[config.mk]
export PLATFORM = sky130hd
export DESIGN_NAME = ternary_weight_loader
export DESIGN_NICKNAME = d
export VERILOG_FILES = /design/src/rtl/ternary_weight_loader.sv
export SDC_FILE = /design/constraint.sdc
export NUM_CORES = 1
export LEC_CHECK = 0
export CORE_UTILIZATION = 31
export DETAILED_ROUTE_END_ITERATION = 16
export PLACE_DENSITY_LB_ADDON = 0.15
export SKIP_LAST_GASP = 1
export SLEW_MARGIN = 20
export SYNTH_ARGS = -nofsm -noshare
export SYNTH_HDL_FRONTEND = slang
export SYNTH_SLANG_ARGS = --single-unit
[constraint.sdc]
create_clock -name clk -period 8.67 [get_ports clk]
set_clock_uncertainty 0.2 [all_clocks]
set_input_delay 2.601 -clock clk [delete_from_list [all_inputs] [get_ports clk]]
set_output_delay 2.601 -clock clk [all_outputs]
set_load 0.01 [all_outputs]
[src/rtl/ternary_weight_loader.sv]
// Byte-serial loader for the ternary matrix-vector multiplier's weight bus.
// It also sequences row/en over whole frames of OutLen rows.
module ternary_weight_loader #(
  parameter int unsigned InLen    = 16,
  parameter int unsigned OutLen   = 8,
  parameter int unsigned BitWidth = 8
) (
  input  logic                          clk,
  input  logic                          rst_n,
  input  logic                          load_start,
  input  logic [BitWidth-1:0]           wdata_in,
  input  logic                          wvalid_in,
  output logic                          wready_out,
  input  logic                          run_en,
  output logic [2*InLen*OutLen-1:0]     W_out,
  output logic [$clog2(OutLen)-1:0]     row_out,
  output logic                          en_out,
  output logic                          loaded_out,
  output logic                          frame_done
);

  localparam int unsigned WW     = 2 * InLen * OutLen;
  localparam int unsigned NBYTES = WW / BitWidth;
  localparam int unsigned CW     = $clog2(NBYTES);
  localparam int unsigned RW     = $clog2(OutLen);

  localparam logic [CW-1:0] LAST_BYTE = CW'(NBYTES - 1);
  localparam logic [RW-1:0] LAST_ROW  = RW'(OutLen - 1);

  typedef enum logic [1:0] {
    IDLE = 2'd0,
    LOAD = 2'd1,
    RUN  = 2'd2
  } state_t;

  state_t        state;
  logic [CW-1:0] byte_cnt;
  logic          pend_load;

  // A load requested during RUN may arrive on the wrap cycle itself.
  logic          load_req;
  assign load_req = pend_load | load_start;

  // NOTE: sequential state uses non-blocking assignments only, so every
  // branch below reads the pre-edge values of the registers.
  always_ff @(posedge clk or negedge rst_n) begin
    if (!rst_n) begin
      state      <= IDLE;
      W_out      <= '0;
      row_out    <= '0;
      en_out     <= 1'b0;
      loaded_out <= 1'b0;
      wready_out <= 1'b0;
      frame_done <= 1'b0;
      byte_cnt   <= '0;
      pend_load  <= 1'b0;
    end else begin
      frame_done <= 1'b0;
      case (state)
        IDLE: begin
          if (load_start) begin
            state      <= LOAD;
            byte_cnt   <= '0;
            loaded_out <= 1'b0;
            wready_out <= 1'b1;
          end else if (loaded_out && run_en) begin
            state   <= RUN;
            row_out <= '0;
            en_out  <= 1'b1;
          end
        end

        LOAD: begin
          // Restart drops whatever byte is offered in the same cycle.
          if (load_start) begin
            byte_cnt <= '0;
          end else if (wvalid_in && wready_out) begin
            W_out[int'(byte_cnt)*BitWidth +: BitWidth] <= wdata_in;
            byte_cnt <= byte_cnt + CW'(1);
            if (byte_cnt == LAST_BYTE) begin
              loaded_out <= 1'b1;
              wready_out <= 1'b0;
              state      <= IDLE;
            end
          end
        end

        RUN: begin
          if (load_start) pend_load <= 1'b1;
          if (row_out == LAST_ROW) begin
            frame_done <= 1'b1;
            row_out    <= '0;
            if (!run_en || load_req) begin
              en_out <= 1'b0;
              if (load_req) begin
                state      <= LOAD;
                pend_load  <= 1'b0;
                byte_cnt   <= '0;
                loaded_out <= 1'b0;
                wready_out <= 1'b1;
              end else begin
                state <= IDLE;
              end
            end
          end else begin
            row_out <= row_out + RW'(1);
          end
        end

        default: state <= IDLE;
      endcase
    end
  end

endmodule

After elaboration in Yosys (flattened, before gate mapping) --
Cells that the tools add are included.
Word-level totals: output and inout bits 263, register bits 271, logic and storage cells 92, bits in writable memories 0, ROM bits 0, memories 0, latch bits 0, input port bits 13
Operators by class: shift-type cells 2, equal/unequal tests 15, multipliers 0, muxes and demuxes 48, bitwise operators 2, div/mod/pow operators 0, magnitude comparators 0, add/sub/neg operators 3, reductions and logical operators 13
Operators by type and width (number):
- bitwise mux 256 bit | 1
- variable shift 8 x 34 -> 256 bit (first input constant) | 1
- indexed part select 8 x 34 -> 256 bit | 1
- negation 8 -> 34 bit | 1
- two-way mux 5 bit | 6
- two-way mux 1 bit | 25
- != test 2 bit (second input constant) | 9
- case mux 5 bit (3 select lines) | 1
- two-way mux 2 bit | 7
- AND reduction 6 bit | 2
- two-way mux 3 bit | 3
- AND reduction 8 bit | 1
- != test 3 bit (second input constant) | 2
- case mux 1 bit (3 select lines) | 2
- case mux 2 bit (3 select lines) | 1
- case mux 3 bit (2 select lines) | 1
- AND reduction 3 bit | 2
- adder 5 x 1 -> 5 bit (second input constant) | 1
- == test 5 bit (second input constant) | 1
- AND reduction 5 bit | 1
- adder 3 x 1 -> 3 bit (second input constant) | 1
- == test 3 bit (second input constant) | 1
- nonzero test 3 bit | 1
- == test 2 x 1 -> 1 bit (second input constant) | 1
- 9 further kinds | 10

Longest topological paths before layout --
depth in word-level cells 5, gate-level depth with buffers 12, mapped depth without buffers 10

Least setup slack after synthesis --
Ideal clock, no wire load.
path type input -> register, start input load_start, end register W_out[208], slack 4.319 ns, data required time 8.345 ns, data arrival time 4.026 ns, buffers on the path 1, stages 6, path through nor3b_1 > nor4b_4 > buf_2 > nand2_1 > nor2_8 > mux2_2
Between the ends: longest elaborated chain between the ends 2
Ends and longest elaborated chain:
- from (decl) | line 10 | input logic load_start,
- NOT 1 bit (no line)
- AND reduction 3 bit (no line)
- to (signal, indexed assignment) | line 78 | W_out[int'(byte_cnt)*BitWidth +: BitWidth] <= wdata_in;
- to (decl) | line 15 | output logic [2*InLen*OutLen-1:0] W_out,
Every way passes these cells. A chain may end at the register's enable or synchronous reset.

Worst setup path after layout --
start input load_start, end register W_out[200]
Same word-level chain as after synthesis.

==> results.sh <==
export IMPL_status="finished, final reports clean"
export IMPL_fp_row_count=68
export IMPL_p_per_area_nw_per_um2=207
export IMPL_stdcell_count=1762
export IMPL_cts_resized_gates=0
export IMPL_async_flop_share_pct=100
export IMPL_setup_violations=0
export IMPL_synth_area_leaders="dfrtp_1 (61%), nand2_1 (9.0%), mux2_2 (6.5%)"
export IMPL_drive_above_1_share_pct=11.4
export IMPL_wl_per_cell_um=19.8
export IMPL_dpl_cell_area_um2=14200
export IMPL_dpl_worst_slack_ns=3.15
export IMPL_final_util_pct=43.7
export IMPL_synth_nets=1050
export IMPL_portBuffers=275
export IMPL_path_clk_slew_ns=0.06
export IMPL_worstHoldPathCells=2
export IMPL_die_h_um=191
export IMPL_startpoint_type="primary input"
export IMPL_antennaDiodeCount=0
export IMPL_grtUsageTotal_pct=19.1
export IMPL_cp_arrival_ns=5.15
export IMPL_postLayoutCellArea_um2=15200
export IMPL_cp_end_kind="flip-flop"
export IMPL_synth_common_cells="dfrtp_1 (271), nand2_1 (264), o21ai_0 (142)"
export IMPL_netlist_area_um2=11100
export IMPL_rsz0062_at_grt="no"
export IMPL_fillers=3340
export IMPL_tritoncts="done"
export IMPL_leakagePower_nw=6.63
export IMPL_ys_seq_area_share_pct=61.4
export IMPL_p_clk_share_pct=41.8
export IMPL_dieArea_um2=36400
export IMPL_drc=0
export IMPL_grt_max_degree=139
export IMPL_maxCapViolCount=0
export IMPL_fin_ws_ns=3.75
export IMPL_seqPwrFrac_pct=42.6
export IMPL_synth_edf_count=0
export IMPL_clkSinkCount=271
export IMPL_grt_overflow=0
export IMPL_initial_core_util_pct=31.8
export IMPL_antenna_left=0
export IMPL_yosys_area_top_type_share_pct=61.4
export IMPL_r2r_setup_slack_ns=4.61
export IMPL_crit_chain="clkdlybuf4s50_1, nor3b_1, nor4b_4, buf_4, nand4b_1, mux2_2"
export IMPL_min_path_type="flip-flop to flip-flop"
export IMPL_hold_end="W_out[153]"
export IMPL_synth_cell_type_count=49
export IMPL_worst_path_max_delay_cell="nand4b_1"
export IMPL_timing_hold_ws_ns=0.276
export IMPL_cp_max_fo=31
export IMPL_post_cts_buffers=0
export IMPL_io_pins=276
export IMPL_combPwrFrac_pct=15.6
export IMPL_finalCriticalPeriod_ns=4.92
export IMPL_fin_nets=1302
export IMPL_vias=8471
export IMPL_cts_max_level=1
export IMPL_slew_headroom_pct=25.7
export IMPL_reg2reg_to="W_out[41]"
export IMPL_dp_hpwl_um=23500
export IMPL_cts_made_buffers=30
export IMPL_avgSynthCellArea_um2=10.7
export IMPL_min_period_over_period_pct=56.8
export IMPL_die_x_um=191
export IMPL_area_growth_pct=37.6
export IMPL_dominantRegCellSynth="dfrtp_1"
export IMPL_ys_ff_latch=271
export IMPL_synth_largest_area_cell="dfrtp_1"
export IMPL_place_inst=1706
export IMPL_tns_ns=0
export IMPL_place_congestion=0.774
export IMPL_drt_initial_drc_count=535
export IMPL_maxSlewViolCount=0
export IMPL_clk_path_buf_depth=3
export IMPL_synth_most_common_cell="dfrtp_1"
export IMPL_antenna_found_initial=0
export IMPL_vdd_drop_max_uv=140
export IMPL_syn_inst=1031
export IMPL_worst_r2r_path_depth=8
export IMPL_switching_share_pct=29.0
export IMPL_report_final_hold_viol_count=0
export IMPL_ctsHoldBuffers=0
export IMPL_worstPathRequired_ns=8.90
export IMPL_switchingPower_uw=911
export IMPL_finalPower_mw=3.15
export IMPL_worstHoldStart="W_out[153]"
export IMPL_ys_warn_count=0
export IMPL_slowest_delay_ns=0.55
export IMPL_root_buffer="clkbuf_16"
export IMPL_timing_critical_path_buf_inv=2
export IMPL_vias_per_cell=4.81
export IMPL_routed_wl_um=34800
export IMPL_grt_pass1_wl_um=52800
export IMPL_coreArea_um2=34800
export IMPL_reg2reg_from="byte_cnt[0]"
export IMPL_cp_top_family="simple AND/OR/NAND/NOR gates"
export IMPL_internal_power_mw=2.23
export IMPL_drt_first_pass_iters=4
export IMPL_max_freq_mhz=203
export IMPL_grt_pass1_vias=8393
export IMPL_path_class="primary input to flip-flop"
export IMPL_clk_latency_ns=0.55
export IMPL_worstMarginPinSlew_ns=1.11
logic make-up after synthesis:
logic type                 share of synthesized area (%)
muxes                                               6.52
adders and majority gates                          0.679
xor gates and xnor gates                           0.159
and+or+nand+nor                                     16.4
AOI/OAI and AO/OA                                   12.0
DFF                                                 61.4
buffers and inverters                               2.91
sequential cells by signal, summed over array words and instances, names as in the netlist:
register / flops
frame_done: 1
byte_cnt: 5
loaded_out: 1
state: 2
wready_out: 1
en_out: 1
pend_load: 1
row_out: 3
W_out: 256
power by group through the flow:
stage          sequential, mW  clock, mW  combinational (mW)
6_report                 1.34       1.32               0.491
2_1_floorplan            1.36          0               0.280
4_1_cts                  1.34       1.35               0.507
3_5_place_dp             1.36          0               0.507
5_1_grt                  1.34       1.39               0.543
3_3_place_gp             1.36          0               0.504
per-layer routing:
layer	global-route usage [%]	share of wire [%]	vias to the layer above	wire, µm
li1	-	-	4047	-
met1	26.4	46	4149	15900
met2	29.3	45	237	15500
met3	5.47	8.0	38	2770
met4	4.25	1.9	0	660
met5	0	0	-	0
layout make-up:
| type | instances | area, µm² | area share (%) |
|---|---|---|---|
| Clock buffer | 46 | 922 | 6.06 |
| Sequential cell | 271 | 6780 | 44.6 |
| Timing Repair Buffer | 284 | 2840 | 18.7 |
| Clock inverter | 10 | 111 | 0.732 |
| Inverter | 6 | 22.5 | 0.148 |
| Tap cell | 455 | 569 | 3.74 |
| Multi-Input combinational cell | 690 | 3960 | 26.1 |
how the worst max path moves through the flow:
stage / startpoint / end / slack [ns] / cells past startpoint
floorplan: load_start / W_out[208] / 4.32 / 6
global placement: load_start / W_out[202] / 3.23 / 6
detailed placement: load_start / W_out[200] / 3.15 / 6
CTS: load_start / W_out[200] / 3.76 / 6
global route: load_start / W_out[200] / 3.52 / 6
finish: load_start / W_out[200] / 3.75 / 6
cell usage in the layout, fill, tap and decap left out, drive strengths merged, types with 2 or more instances in the layout:
master	n
clkdlybuf4s50	274
dfrtp	271
nand2	264
o21ai	148
mux2	64
o31ai	57
nor2	56
clkbuf	46
nand3	33
nand2b	11
buf	10
inv	7
nand4	7
clkinv	7
ha	6
nor3	6
a22o	4
a21oi	4
and2	4
and3	2
nor2b	2
bufinv	2
nor4b	2
nor3b	2
a21boi	2
nand4b	2
worst reg2reg max path: stages, from the launching register on:
cell,delay [ns]
dfrtp_1,0.71
inv_1,0.10
ha_1,0.29
nand2b_1,0.12
nor2_1,0.06
ha_1,0.80
and3_1,0.72
nand3_1,0.57
o21ai_0,0.38
Power figures use the tool's default switching activity.
